<file path="config.mk">
export PLATFORM = sky130hd
export DESIGN_NAME = gap_unpool_layer
export DESIGN_NICKNAME = d
export VERILOG_FILES = /design/src/rtl/layer_pkg.sv /design/src/rtl/fxp_sat_mult.sv /design/src/rtl/gap_unpool_layer.sv
export SDC_FILE = /design/constraint.sdc
export NUM_CORES = 1
export LEC_CHECK = 0
export BUFFER_PORTS_ARGS = -buffer_cell sky130_fd_sc_hd__buf_2
export CORE_MARGIN = 2
export CORE_UTILIZATION = 44
export DETAILED_ROUTE_END_ITERATION = 6
export HOLD_SLACK_MARGIN = 0.05
export PLACE_DENSITY = 0.83
export SYNTH_ARGS = -nofsm -noshare
export SYNTH_HDL_FRONTEND = slang
export SYNTH_SLANG_ARGS = --single-unit
</file>
<file path="constraint.sdc">
create_clock -name clk_i -period 1.5 [get_ports clk_i]
set_input_delay 0.075 -clock clk_i [delete_from_list [all_inputs] [get_ports clk_i]]
set_output_delay 0.075 -clock clk_i [all_outputs]
set_load 0.01 [all_outputs]
</file>
<file path="src/rtl/layer_pkg.sv">
// ============================================================================
// Module   : layer_pkg
// Summary  : Shared types and helpers for the fixed-point streaming layers.
// Revision : 1.0 - initial release
// ============================================================================
`default_nettype none

package layer_pkg;

    typedef enum logic {
        eIDLE = 1'b0,
        eEMIT = 1'b1
    } state_e;

    // Limits are returned as longint, so word widths up to 32 bits are supported.
    function automatic longint sat_max(input int width);
        return (longint'(1) << (width - 1)) - 1;
    endfunction

    function automatic longint sat_min(input int width);
        return -(longint'(1) << (width - 1));
    endfunction

    // Unity gain in Qm.n format.
    function automatic longint default_gain(input int n_size);
        return longint'(1) << n_size;
    endfunction

endpackage

`default_nettype wire

</file>
<file path="src/rtl/fxp_sat_mult.sv">
// ============================================================================
// Module   : fxp_sat_mult
// Summary  : Signed Qm.n multiply, arithmetic shift right by N_SIZE, saturate.
// Revision : 1.0 - initial release
// ============================================================================
`default_nettype none

module fxp_sat_mult
    import layer_pkg::*;
#(
    parameter int WORD_SIZE = 16,
    parameter int N_SIZE    = 8
) (
    input  logic signed [WORD_SIZE-1:0] a_i,
    input  logic signed [WORD_SIZE-1:0] b_i,
    output logic signed [WORD_SIZE-1:0] data_o
);

    localparam int PW = 2 * WORD_SIZE;
    localparam logic signed [PW-1:0] MAX_V = PW'(sat_max(WORD_SIZE));
    localparam logic signed [PW-1:0] MIN_V = PW'(sat_min(WORD_SIZE));

    logic signed [PW-1:0] product;
    logic signed [PW-1:0] shifted;

    assign product = PW'(a_i) * PW'(b_i);
    // Arithmetic shift rounds toward negative infinity.
    assign shifted = product >>> N_SIZE;

    always_comb begin
        data_o = shifted[WORD_SIZE-1:0];
        if (shifted > MAX_V) begin
            data_o = MAX_V[WORD_SIZE-1:0];
        end else if (shifted < MIN_V) begin
            data_o = MIN_V[WORD_SIZE-1:0];
        end
    end

endmodule

`default_nettype wire

</file>
<file path="src/rtl/gap_unpool_layer.sv">
// ============================================================================
// Module   : gap_unpool_layer
// Summary  : Scales one input word by GAIN and broadcasts it OUTPUT_SIZE times.
// Revision : 1.0 - initial release
// ============================================================================
`default_nettype none

module gap_unpool_layer
    import layer_pkg::*;
#(
    parameter int                          OUTPUT_SIZE = 4,
    parameter int                          WORD_SIZE   = 16,
    parameter int                          N_SIZE      = 8,
    parameter logic signed [WORD_SIZE-1:0] GAIN        = WORD_SIZE'(default_gain(N_SIZE))
) (
    input  logic                          clk_i,
    input  logic                          reset_n_i,
    output logic                          ready_o,
    input  logic                          valid_i,
    input  logic signed [WORD_SIZE-1:0]   data_r_i,
    output logic                          valid_o,
    input  logic                          ready_i,
    output logic signed [WORD_SIZE-1:0]   data_r_o,
    output logic                          last_o
);

    localparam int                CNT_W    = (OUTPUT_SIZE > 1) ? $clog2(OUTPUT_SIZE) : 1;
    localparam logic [CNT_W-1:0]  LAST_CNT = CNT_W'(OUTPUT_SIZE - 1);

    state_e                       state_q, state_d;
    logic [CNT_W-1:0]             count_q, count_d;
    logic signed [WORD_SIZE-1:0]  data_q, data_d;
    logic signed [WORD_SIZE-1:0]  scaled;
    logic                         accept;
    logic                         handshake;

    fxp_sat_mult #(
        .WORD_SIZE (WORD_SIZE),
        .N_SIZE    (N_SIZE)
    ) u_mult (
        .a_i    (data_r_i),
        .b_i    (GAIN),
        .data_o (scaled)
    );

    assign valid_o   = (state_q == eEMIT);
    assign last_o    = valid_o && (count_q == LAST_CNT);
    // Reopening on the last handshake gives zero-bubble back-to-back bursts.
    assign ready_o   = (state_q == eIDLE) || (last_o && ready_i);
    assign accept    = valid_i && ready_o;
    assign handshake = valid_o && ready_i;
    assign data_r_o  = data_q;

    always_comb begin
        state_d = state_q;
        count_d = count_q;
        data_d  = data_q;

        if (accept) begin
            data_d = scaled;
        end

        case (state_q)
            eIDLE: begin
                if (valid_i) begin
                    state_d = eEMIT;
                    count_d = '0;
                end
            end
            eEMIT: begin
                if (handshake) begin
                    if (!last_o) begin
                        count_d = count_q + CNT_W'(1);
                    end else begin
                        count_d = '0;
                        state_d = valid_i ? eEMIT : eIDLE;
                    end
                end
            end
            default: begin
                state_d = eIDLE;
                count_d = '0;
            end
        endcase
    end

    always_ff @(posedge clk_i) begin
        if (!reset_n_i) begin
            state_q <= eIDLE;
            count_q <= '0;
            data_q  <= '0;
        end else begin
            state_q <= state_d;
            count_q <= count_d;
            data_q  <= data_d;
        end
    end

endmodule

`default_nettype wire

</file>
# After elaboration in Yosys (flattened, before gate mapping)
# Index checks and enable logic that the tools add are counted.
[totals]
reg_bits = 19
latchBits = 0
ram_bits = 0
rom_bits = 0
inputBits = 20
out_inout_bits = 19
elab_cells = 26
n_memories = 0
[op_classes]
add_sub_neg = 1
mul = 0
div_mod_pow = 0
order_cmp = 2
eq_ne = 3
n_shift = 0
mux = 10
bitwise_logic = 1
reduce_logical = 6
[op_table]
columns = ["cell", "n"]
rows = [
  ["$mux W16", 2],
  ["$gt A16 B16 Y1 const B", 1],
  ["$lt A16 B16 Y1 const B", 1],
  ["$mux W2", 3],
  ["$logic_and A1 B1 Y1", 4],
  ["$pmux W2 S2", 1],
  ["$mux W1", 3],
  ["$add A2 B1 Y2 const B", 1],
  ["$eq A2 B2 Y1 const B", 1],
  ["$ne A2 B1 Y1 const B", 1],
  ["$ne A2 B2 Y1 const B", 1],
  ["$pmux W1 S2", 1],
  ["$reduce_and A2 Y1", 1],
  ["$logic_or A1 B1 Y1", 1],
  ["$not A1 Y1", 1],
]

# Longest topological paths before layout
# Gate-level depths: netlist (run 1).
[depth]
ltp_word = 5
mapped_depth = 6
ltp_nobuf = 4

# By module
# A second synthesis (run 1) with hierarchy kept.
[hier_totals]
cells_unflattened = 1204
area_unflattened_um2 = 10775.3
[modules_own_cells]
columns = ["module", "n_inst", "cells_per_inst", "area_each_um2"]
rows = [
  ["fxp_sat_mult", 1, 1117, 9958.3],
  ["gap_unpool_layer", 1, 87, 817.0],
]

# Least setup slack after synthesis (run 1)
# OpenSTA, ideal clock, no wires.
[synth_timing]
path_kind = "register -> register"
startpoint = "register count_q[0]"
endpoint = "register data_q[0] (netlist: data_r_o[0])"
setup_time_ps = 118
arrival_ps = 1121
t_required_ps = 1382
slack_ps = 261
stages_incl_launch_ff = 7
n_path_buf = 2
cell_sequence = "dfxtp_1 > ha_1 > a21boi_4 > nor2b_2 > buf_6 > buf_12 > mux2i_1"
[synth_between]
elab_chain_cells = 5
[synth_lines]
columns = ["item", "line_no", "source"]
rows = [
  ["from (decl)", "gap_unpool_layer.sv:31", "logic [CNT_W-1:0] count_q, count_d;"],
  ["from (signal assigned)", "gap_unpool_layer.sv:94", "count_q <= count_d;"],
  ["$eq A2 B2 Y1", "gap_unpool_layer.sv:47", "assign last_o = valid_o && (count_q == LAST_CNT);"],
  ["$logic_and A1 B1 Y1", "gap_unpool_layer.sv:47", ""],
  ["$logic_and A1 B1 Y1", "gap_unpool_layer.sv:49", "assign ready_o = (state_q == eIDLE) || (last_o && ready_i);"],
  ["$logic_or A1 B1 Y1", "gap_unpool_layer.sv:49", ""],
  ["$logic_and A1 B1 Y1", "gap_unpool_layer.sv:50", "assign accept = valid_i && ready_o;"],
  ["to (signal assigned)", "gap_unpool_layer.sv:95", "data_q <= data_d;"],
  ["to (decl)", "gap_unpool_layer.sv:32", "logic signed [WORD_SIZE-1:0] data_q, data_d;"],
]
# Every way passes these cells.
# A chain may end at the register's enable or synchronous reset.

# Worst setup path in the final report (run 1)
[layout_timing]
startpoint = "register count_q[0]"
endpoint = "output port ready_o"
[layout_between]
elab_chain_cells = 4
[layout_lines]
columns = ["item", "line_no", "source"]
rows = [
  ["$eq A2 B2 Y1", "gap_unpool_layer.sv:47", ""],
  ["$logic_and A1 B1 Y1", "gap_unpool_layer.sv:47", ""],
  ["$logic_and A1 B1 Y1", "gap_unpool_layer.sv:49", ""],
  ["$logic_or A1 B1 Y1", "gap_unpool_layer.sv:49", ""],
  ["to (decl)", "gap_unpool_layer.sv:18", "output logic ready_o,"],
]
# Every way passes these cells.

==> results of run 1 <==
flip-flops by register name, indices dropped and copies added, names as in the netlist:
register	cells
valid_o	1
count_q	2
data_r_o	16
logic make-up after synthesis:
group / after synthesis / synth area share, %
simple gates: 39 / 19.9
mux: 17 / 20.8
compound gates: 4 / 5.05
fa+ha+maj: 1 / 1.53
flops: 19 / 46.5
buf+inv: 7 / 6.27
worst max-delay path, stage by stage, from the launching register on:
cell and delay [ns]:
dfxtp_1 0.34, ha_1 0.25, a21boi_4 0.18, inv_1 0.05, buf_2 0.13
where the power goes:
| group | internal [mW] | total [mW] | switching, mW |
|---|---|---|---|
| clock network | 0.103 | 0.256 | 0.152 |
| logic | 0.107 | 0.193 | 0.0862 |
| registers | 0.535 | 0.552 | 0.0166 |
final cells by class:
| type | count | area, um^2 |
|---|---|---|
| fillers | 127 | 542 |
| flip-flops and latches | 19 | 380 |
| multi-input cells | 61 | 387 |
| repair buffers | 57 | 375 |
| well taps | 25 | 31.3 |
| clock buffers | 4 | 26.3 |
| inverters | 1 | 3.75 |
metal layers:
| metal | global-route usage [%] | vias to the layer above | wire length, um |
|---|---|---|---|
| met3 | 3.85 | 2 | 111 |
| met2 | 26.3 | 28 | 815 |
| li1 | - | 394 | - |
| met5 | 0 | - | 0 |
| met4 | 8.33 | 0 | 12 |
| met1 | 23.6 | 332 | 767 |
path summary, 6_finish.rpt:
kind	startpoint	to	slack [ns]	cells after the start
worst max-delay path	count_q[0]	ready_o	0.18	4
worst min-delay path	ready_i	count_q[1]	0.13	3
worst max register to register	count_q[0]	data_r_o[1]	0.18	5
worst min register to register	data_r_o[9]	data_r_o[9]	0.46	2
what timing repair did:
item / 4_1_cts / 5_1_grt
hold endpoints to repair: 17 / 0
hold buffers: 17 / 0
endpoints found under the setup margin: 0 / 0
buffers inserted: 0 / 0
layout by cell type (no fill, tap or decap), drive strengths merged:
cell type    Yosys  routed
ha               1       1
nor2b            1       1
inv              1       1
a21boi           3       3
nand4b           1       1
or3              1       1
mux2i           17      17
dlygate4sd3      0      17
buf              3      40
o21a             1       1
and2             1       1
clkbuf           3       4
dfxtp           19      19
nand2           35      35
==> impl_summary.md, run 1 <==
Final layout
The repair_antennas step left the layout with diodes totalling 0. The final instance area is 0.00120 mm^2. After the last flow step, the layout net total stands at 164. Measured on the finished design, the core utilization comes to 69.0%. Relative to the synthesized area, the layout overhead comes to 47.1%.

Once layout is complete, the cells apart from fillers number 167. The proportion of layout cells with a drive suffix above 1 is 32.4%.

CTS
The TritonCTS sink count is 19. The maximum count of clock buffers along a single path is 2. The TritonCTS clock tree is yes. The post-cts sizing count is 0.

Clock tree synthesis selected as its root buffer the cell clkbuf_4. The clock latency reported for the late side of the worst-skew pair is 0.29 ns. The clock transition at the register clock pins on the worst setup and hold paths after CTS is 0.11 ns.

The depth of the CTS H-tree is 1. The clock buffer count from CTS is 3.

Synth
The most used standard cell by instance count after synthesis is nand2_1. The count of flip-flops with a built-in enable after synthesis is 0. The share of async-settable or async-resettable flops after synthesis is 0%. The average size of a mapped cell is 9.41 um^2. The count of yosys warnings during synthesis is 0. The share of the synthesized area in the top cell type is 46.5%.

The commonest cells after synthesis are 35 x nand2_1, 19 x dfxtp_1, 17 x mux2i_1. The largest total area in the synthesized netlist belongs to dfxtp_1. The post-synth net total is 108. The post-synthesis register bit count is 19. The synthesized netlist occupies a cell area of 818 um^2. In the synthesized netlist the dominant register cell turns out to be dfxtp_1. By area the synthesized netlist is led by dfxtp_1 46%, mux2i_1 21%, nand2_1 16%. The number of distinct library cell variants in the gate-level netlist after synthesis is 17.

The sequential share of the synthesized area is 46.5%. Synthesis produced a netlist whose cell count is 87.

Timing
The final hold violation count came to 0. The minimum hold slack is 0.128 ns. Headroom to the max-slew limit came out at 64.8%. The transition time of the tightest slew-check pin is 0.528 ns. The final critical path time including I/O delays and setup is 1.32 ns. The final worst slack is 0.180 ns. The total count of max-transition violations in the final report is 0. The maximum clock frequency is 758 MHz. The setup violation total in the final timing report is 0. The clock skew is 0.00661 ns.

After routing, the total negative slack on setup checks comes to 0 ns. Dividing the final minimum period by the clock period gives 88.0%. Setup repair after global routing left no endpoint under its margin.

Worst setup path
The data required time at the worst endpoint is 1.42 ns. At the worst endpoint, the arrival time is 1.24 ns. In this run the worst path has a maximum fanout of 4. STA classifies the critical path endpoint as a primary output. The critical setup path kind is reg2out. STA classifies the critical path startpoint as a register.

Global route
The number of global-route vias before repair is 635. The global-route congestion overflow total is 0. Across every metal layer, demand over resource in global routing totals 17.4%. The pin count of the biggest net entering global routing is 36. The initial antenna violation count is 0.

The global-route wire length before repair is 2.72 mm.

Job
Across the run, the number of max-cap violations was 0.

Power
The total power divided by cell area is 831 mW/mm^2. Across the VDD grid, the largest voltage drop is 0.616 mV. For this design the static power due to leakage is 0.593 nW. Summing internal, switching and leakage power gives 1.00 mW.

Route
The detail route stage leaves a number of antenna-violating nets equal to 0. The overall via count from detail_route is 756. The mean routed wirelength per cell is 10.2 um. For this run, design rule violations remaining after detail routing come to 0.

The post-detailed-routing wire length is 1.71 mm. The detail-routed via count per cell is 4.53. The detailed router finished its first iteration with 3 violations. The number of iterations in the first detailed-routing pass is 4.

Placed design
The detailed placer's ending HPWL is 1.12 mm. The quantity of I/O buffers inserted on ports is 38. The number of placed instances, taps included, is 146. The placement-stage worst setup slack is 0.210 ns.

The routability congestion estimate is 0.731. The placed instances occupy a cell area of 0.00101 mm^2.

Die
The area of the core region is 0.00175 mm^2. The boundary pin count is 39. The horizontal die dimension is 47.1 um. The die is 47.1 um tall. The die outline area is 0.00222 mm^2. The initial cell density of the core is 46.9%. After floorplanning, the core was divided into 15 placement rows.

Run status
The run finished with clean final reports.

Hold path
The class of the most critical hold timing path is in2reg.
Note: power is estimated with default switching activity, not from simulation.
==> run 2: changes to the inputs <==
--- a/config.mk
+++ b/config.mk
@@ -7,10 +7,10 @@
 export LEC_CHECK = 0
 export BUFFER_PORTS_ARGS = -buffer_cell sky130_fd_sc_hd__buf_2
 export CORE_MARGIN = 2
-export CORE_UTILIZATION = 44
+export CORE_UTILIZATION = 45
 export DETAILED_ROUTE_END_ITERATION = 6
 export HOLD_SLACK_MARGIN = 0.05
-export PLACE_DENSITY = 0.83
+export PLACE_DENSITY = 0.84
 export SYNTH_ARGS = -nofsm -noshare
 export SYNTH_HDL_FRONTEND = slang
 export SYNTH_SLANG_ARGS = --single-unit
==> constraint.sdc (replaced) <==
create_clock -name clk_i -period 1.7 [get_ports clk_i]
set_input_delay 0.085 -clock clk_i [delete_from_list [all_inputs] [get_ports clk_i]]
set_output_delay 0.085 -clock clk_i [all_outputs]
set_load 0.01 [all_outputs]
==> run 2 against run 1 <==
Net effect: design area is 0.10% higher; first-iteration DRC count rose by 67%; sequential cell count unchanged; combinational power shrank 9%; clock skew shrank 0.0036 ns; utilization rose by 0.82 points; setup slack gained 0.20 ns; routed wire length increased by 11%; global-route usage grew 0.97 points; clock power down 13%.
==> impl_summary.md, run 2 (same netlist as run 1, synthesis figures left out) <==
CTS
The clock buffer count from CTS is 3 (unchanged). The clock latency reported for the late side of the worst-skew pair is 0.29 ns (about the same). The TritonCTS sink count is 19 (unchanged). The post-cts sizing count came to 0 (unchanged). The maximum count of clock buffers along a single path is 2 (unchanged). The clock root buffer is clkbuf_4. The clock transition at the register clock pins on the worst setup and hold paths after CTS was 0.11 ns (about the same). TritonCTS built the clock tree. The depth of the CTS H-tree is 1 (unchanged).

Die
The horizontal die dimension is 46.6 um (-1.0%). The number of rows in the core area was 15 (unchanged). The boundary pin count is 39 (unchanged). The area of the core region is 0.00173 mm^2 (-1.1%).

The die outline area came to 0.00218 mm^2 (-2.0%). The initial cell density of the core is 47.4% (+0.51 points). The die height is 46.6 um (-1.0%).

Final layout
The area of the multi-input gates is 387 um^2 (unchanged). The net count of the finished layout is 164 (unchanged). The count of filler cells inserted in the layout is 142 (+12%).

The number of antenna diodes came to 0 (unchanged). In the layout the commonest cells are 38 x buf_2, 35 x nand2_1, 19 x dfxtp_1. The final core utilization is 69.8% (+0.82 points). Leaving out fill and tap cells, the most frequent cell in the layout is buf_2.

The final instance area came to 0.00120 mm^2 (+0.10%). The number of flip-flops in the largest register is 16 (unchanged). The proportion of layout cells with a drive suffix above 1 is 33.1% (+0.70 points). From synthesis to final layout, the design area changed by 47.2%.

The register area came to 380 um^2 (unchanged).

Worst setup path
The capturing element type of the critical path is a primary output. The critical-path maximum fanout is 4 (unchanged). The signal arrival time at the worst endpoint came to 1.24 ns (about the same). The critical setup path kind is reg2out. The kind of launch point of the worst setup path is a register.

The data required time at the worst endpoint is 1.62 ns (+0.20 ns).

Power
The clock network power share came to 25.1% (-0.4 points). The total power divided by cell area was 733 mW/mm^2 (-12%). The internal cell power was 0.654 mW (-12%). The fraction of power consumed by combinational cells was 19.7% (+0.4 points).

The power share of the sequential group is 55.1% (about the same). The worst-case vdd ir drop is 0.658 mV (+6.8%). The switching power came to 0.229 mW (-10%). The leakage power was 0.596 nW (+0.46%). The switching share of total power is 25.9% (+0.45 points).

Timing
The ratio of final minimum period to clock period is 77.7%. The maximum clock frequency is 757 MHz. The worst max-slew margin expressed relative to the limit came to 62.9% (-1.9 points).

The final hold violation count is 0 (unchanged). The total count of max-transition violations in the final report came to 0 (unchanged). The final worst slack came to 0.379 ns (+0.199 ns). The setup violation total in the final timing report is 0 (unchanged). The clock skew is 0.00303 ns (-0.00358 ns).

The minimum hold slack is 0.138 ns (+0.00970 ns). The final critical path time including I/O delays and setup is 1.32 ns. The transition time of the tightest slew-check pin was 0.557 ns (+0.0286 ns). Setup repair after global routing left no endpoint under its margin.

The total negative slack for setup checks is 0 ns (unchanged).

Route
The number of iterations in the first detailed-routing pass is 6 (+2). The post-detailed-routing wire length was 1.90 mm (+11%). The starting DRC count in detailed routing is 5 (+2).

The mean routed wirelength per cell came to 11.4 um (+11%). The post-route DRC violation count is 0 (unchanged). The overall via count from detail_route is 753 (-0.40%). The detail-routed via count per cell is 4.51 (-0.40%). The remaining antenna violation count is 0 (unchanged).

Placed design
The routability congestion estimate is 0.765 (+4.6%). The placed cell area came to 0.00101 mm^2 (unchanged). The quantity of I/O buffers inserted on ports is 38 (unchanged).

The detailed placer's ending HPWL is 1.21 mm (+8.4%). The placement-stage worst setup slack is 0.409 ns (+0.199 ns).

Global route
The number of global-route vias before repair is 688 (+8.3%). The global-route congestion overflow total is 0 (unchanged). The overall fraction of global-route tracks in use is 18.4% (+0.97 points). The initial antenna violation count came to 0 (unchanged). The global-route wire length before repair is 2.85 mm (+4.8%). The pin count of the biggest net entering global routing is 36 (unchanged).

Run status
The run finished with clean final reports.

Hold path
The path class of the tightest hold or removal check is in2reg.

Job
The max-capacitance violation count is 0 (unchanged).
-- run 2: changes by cell type in the layout (fill, tap and decap cells not counted) --
cell      before  now
clkinv_2       0    1
clkbuf_1       1    0
-- run 2: worst paths after layout --
path | depth (start not counted) | to | startpoint | slack [ns]
setup / recovery | 4 | ready_o | count_q[0] | 0.38
hold / removal | 3 | count_q[1] | ready_i | 0.14
setup reg to reg | 5 | data_r_o[8] | count_q[0] | 0.39
hold reg to reg | 2 | data_r_o[6] | data_r_o[6] | 0.46
-- run 2: critical path: stages, from the launching register on --
cell and delay [ns]:
dfxtp_1 0.34, ha_1 0.25, a21boi_4 0.18, inv_1 0.05
buf_2 0.13
-- run 2: area by class of cell --
cell class | count | share of cell area, %
Timing Repair Buffer | 57 | 31.2
Inverter | 1 | 0.312
Clock inverter | 1 | 0.415
Sequential cell | 19 | 31.6
Multi-Input combinational cell | 61 | 32.1
Tap cell | 25 | 2.60
Clock buffer | 3 | 1.87
-- run 2: repair_timing --
action,CTS,global route
setup buffers,0,0
hold buffers,17,0
setup endpoints to repair,0,0
endpoints found under the hold margin,17,0
-- run 2: power groups by stage --
stage / Sequential (mW) / Clock (mW) / Combinational, mW
after floorplan: 0.509 / 0 / 0.0780
after global placement: 0.496 / 0 / 0.138
after detailed placement: 0.497 / 0 / 0.143
after CTS: 0.487 / 0.227 / 0.173
after global routing: 0.490 / 0.246 / 0.190
final: 0.487 / 0.222 / 0.175
-- run 2: through the flow --
stage / instances / power [mW]
6_report: 167 / 0.884
4_1_cts: 167 / 0.887
5_1_grt: 167 / 0.926
3_5_place_dp: 146 / 0.640
2_1_floorplan: 87 / 0.587
3_3_place_gp: 146 / 0.634
-- run 2: metal layers --
metal  up-vias  track usage [%]  wire, um
li1        390                -         -
met1       334             21.1       840
met2        29             34.2       955
met3         0             5.88       103
met4         0             1.67         0
met5         -                0         0
==> run 3: changes to the inputs <==
--- a/config.mk
+++ b/config.mk
@@ -7,10 +7,10 @@
 export LEC_CHECK = 0
 export BUFFER_PORTS_ARGS = -buffer_cell sky130_fd_sc_hd__buf_2
 export CORE_MARGIN = 2
-export CORE_UTILIZATION = 45
+export CORE_UTILIZATION = 40
 export DETAILED_ROUTE_END_ITERATION = 6
 export HOLD_SLACK_MARGIN = 0.05
-export PLACE_DENSITY = 0.84
+export PLACE_DENSITY = 0.79
 export SYNTH_ARGS = -nofsm -noshare
 export SYNTH_HDL_FRONTEND = slang
 export SYNTH_SLANG_ARGS = --single-unit
==> constraint.sdc (replaced) <==
create_clock -name clk_i -period 1.2 [get_ports clk_i]
set_input_delay 0.06 -clock clk_i [delete_from_list [all_inputs] [get_ports clk_i]]
set_output_delay 0.06 -clock clk_i [all_outputs]
set_load 0.01 [all_outputs]
==> run 3 against run 2 <==
Net effect: the flow now finishes with violations (setup timing); global-route usage decreased by 1.8 points; sequential share of layout area decreased by 0.34 points; total power increased by 42%; sequential cell count unchanged; register-to-register slack got worse by 0.38 ns; first-iteration DRC count increased by 60%; sequential power increased by 42%; clock power increased by 41%; die area increased by 11%; design area increased by 2.1%; utilization decreased by 6.4 points.
==> impl_summary.md, run 3 (same netlist as run 1, synthesis figures left out) <==
Run status
The run finished, with violations left. The final reports fail on setup timing.

Timing
Derived from the worst setup path, the maximum achievable clock frequency is 826 MHz. The worst max-slew margin expressed relative to the limit is 65.8% (+2.9 points). The setup violation total in the final timing report came to 1 (+1). The ratio of final minimum period to clock period is 101%. The clock skew is 0.00537 ns (+0.00234 ns). The transition time of the tightest slew-check pin is 0.513 ns (-0.0441 ns). The final critical path time including I/O delays and setup is 1.21 ns. The final hold violation count came to 0 (unchanged). The final worst slack is -0.0109 ns (-0.390 ns). The total count of max-transition violations in the final report was 0 (unchanged). Setup repair after global routing could not meet its margin everywhere.

Die
The initial cell density of the core is 42.1% (-5.3 points). The die outline area is 0.00242 mm^2 (+11%). The area of the core region is 0.00194 mm^2 (+12%). The horizontal die dimension is 49.2 um (+5.6%). The die height is 49.2 um (+5.6%). The number of rows in the core area is 16 (+1). The boundary pin count is 39 (unchanged).

Power
The total power divided by cell area is 1020 mW/mm^2 (+39%). The leakage power is 0.594 nW (-0.36%). The worst-case vdd ir drop was 0.648 mV (-1.5%).

Worst setup path
The critical path is of the reg2out type. The worst setup path is launched from a register. The signal arrival time at the worst endpoint is 1.15 ns (-0.09 ns). The capturing element type of the critical path is a primary output. The data required time at the worst endpoint is 1.14 ns (-0.48 ns).

The critical-path maximum fanout is 4 (unchanged).

Route
The remaining antenna violation count is 0 (unchanged). The post-detailed-routing wire length is 1.90 mm (unchanged). The detail-routed via count per cell is 4.57 (+1.4%). The post-route DRC violation count was 0 (unchanged). The number of iterations in the first detailed-routing pass is 4 (-2). The overall via count from detail_route was 773 (+2.7%).

The mean routed wirelength per cell was 11.2 um (-1.2%). The starting DRC count in detailed routing is 8 (+3).

CTS
The clock root buffer is clkbuf_4. The TritonCTS sink count is 19 (unchanged). The clock transition at the register clock pins on the worst setup and hold paths after CTS came to 0.10 ns (about the same). The clock buffer count from CTS is 3 (unchanged). The depth of the CTS H-tree is 1 (unchanged). The clock latency reported for the late side of the worst-skew pair is 0.29 ns (about the same). The post-CTS repair timing setup buffer count is 0 (unchanged).

The TritonCTS clock tree is yes. The maximum count of clock buffers along a single path is 2 (unchanged).

Final layout
In the layout the commonest cells are 38 x buf_2, 35 x nand2_1, 17 x mux2i_1, 17 x dlygate4sd3_1, 16 x dfxtp_1. The number of antenna diodes is 0 (unchanged). The number of flip-flops in the largest register is 16 (unchanged).

Relative to the synthesized area, the layout overhead comes to 50.3%. The final instance area was 0.00123 mm^2 (+2.1%). Leaving out fill and tap cells, the most frequent cell in the layout is buf_2. The final core utilization is 63.3% (-6.4 points).

The net count of the finished layout is 164 (unchanged). The proportion of layout cells with a drive suffix above 1 was 35.2% (+2.1 points).

Global route
The global-route congestion overflow total is 0 (unchanged). The overall fraction of global-route tracks in use is 16.6% (-1.8 points). The pin count of the biggest net entering global routing is 36 (unchanged).

The number of global-route vias before repair is 773 (+12%). The global-route wire length before repair is 3.13 mm (+9.9%). The initial antenna violation count was 0 (unchanged).

Placed design
The routability congestion estimate is 0.709 (-7.3%). The quantity of I/O buffers inserted on ports is 38 (unchanged). The placement-stage worst setup slack is -0.0290 ns (-0.438 ns). The placed cell area came to 0.00101 mm^2 (+0.74%). The detailed placer's ending HPWL came to 1.25 mm (+3.1%).

Hold path
The class of the most critical hold timing path is in2reg.

Job
The max-capacitance violation count is 0 (unchanged).
[run 3: path summary, 6_finish.rpt]
check,cells past startpoint,slack [ns],end,from
min reg2reg,2,0.46,data_r_o[5],data_r_o[5]
max reg2reg,5,0.01,data_r_o[11],count_q[0]
min,3,0.13,count_q[1],ready_i
max,4,-0.01,ready_o,count_q[0]
[run 3: power by group]
group / switching (mW) / leakage, nW / internal [mW]
Sequential: 0.0234 / 0.157 / 0.670
Clock: 0.184 / 0.0150 / 0.129
Combinational: 0.111 / 0.421 / 0.138
[run 3: area by class of cell]
class                           instances  area, um^2
Inverter                                1        3.75
Fill cell                             179         712
Tap cell                               27        33.8
Timing Repair Buffer                   57         383
Clock buffer                            4        26.3
Multi-Input combinational cell         61         399
Sequential cell                        19         384
[run 3: metrics by stage]
step / power, mW / setup TNS (ns) / std cells / hold slack, ns
CTS: 1.26 / -0.0232 / 169 / 0.127
detailed placement: 0.907 / -0.294 / 148 / 0.317
floorplan: 0.833 / 0 / 87 / 0.184
finish: 1.26 / -0.0109 / 169 / 0.130
global placement: 0.899 / 0 / 148 / 0.303
global route: 1.32 / -0.936 / 169 / 0.139
[run 3: metal layers]
layer  vias up  GRT usage, %  share of wire [%]
met5         -             0                  0
met4         0          5.71               0.68
met3         2          3.07                4.5
met2        22          32.4                 55
met1       358          17.3                 39
li1        391             -                  -
[run 3: critical path, stage by stage, from the launching register on]
cell,delay [ns]
dfxtp_2,0.35
ha_4,0.17
a21boi_4,0.16
inv_1,0.05
buf_2,0.13
[run 3: timing repair]
item / in CTS / in global routing
hold buffers: 17 / 0
endpoints found under the hold margin: 17 / 0
gates resized for setup: 4 / 0
endpoints found under the setup margin: 18 / 17
pin swaps: 1 / 0
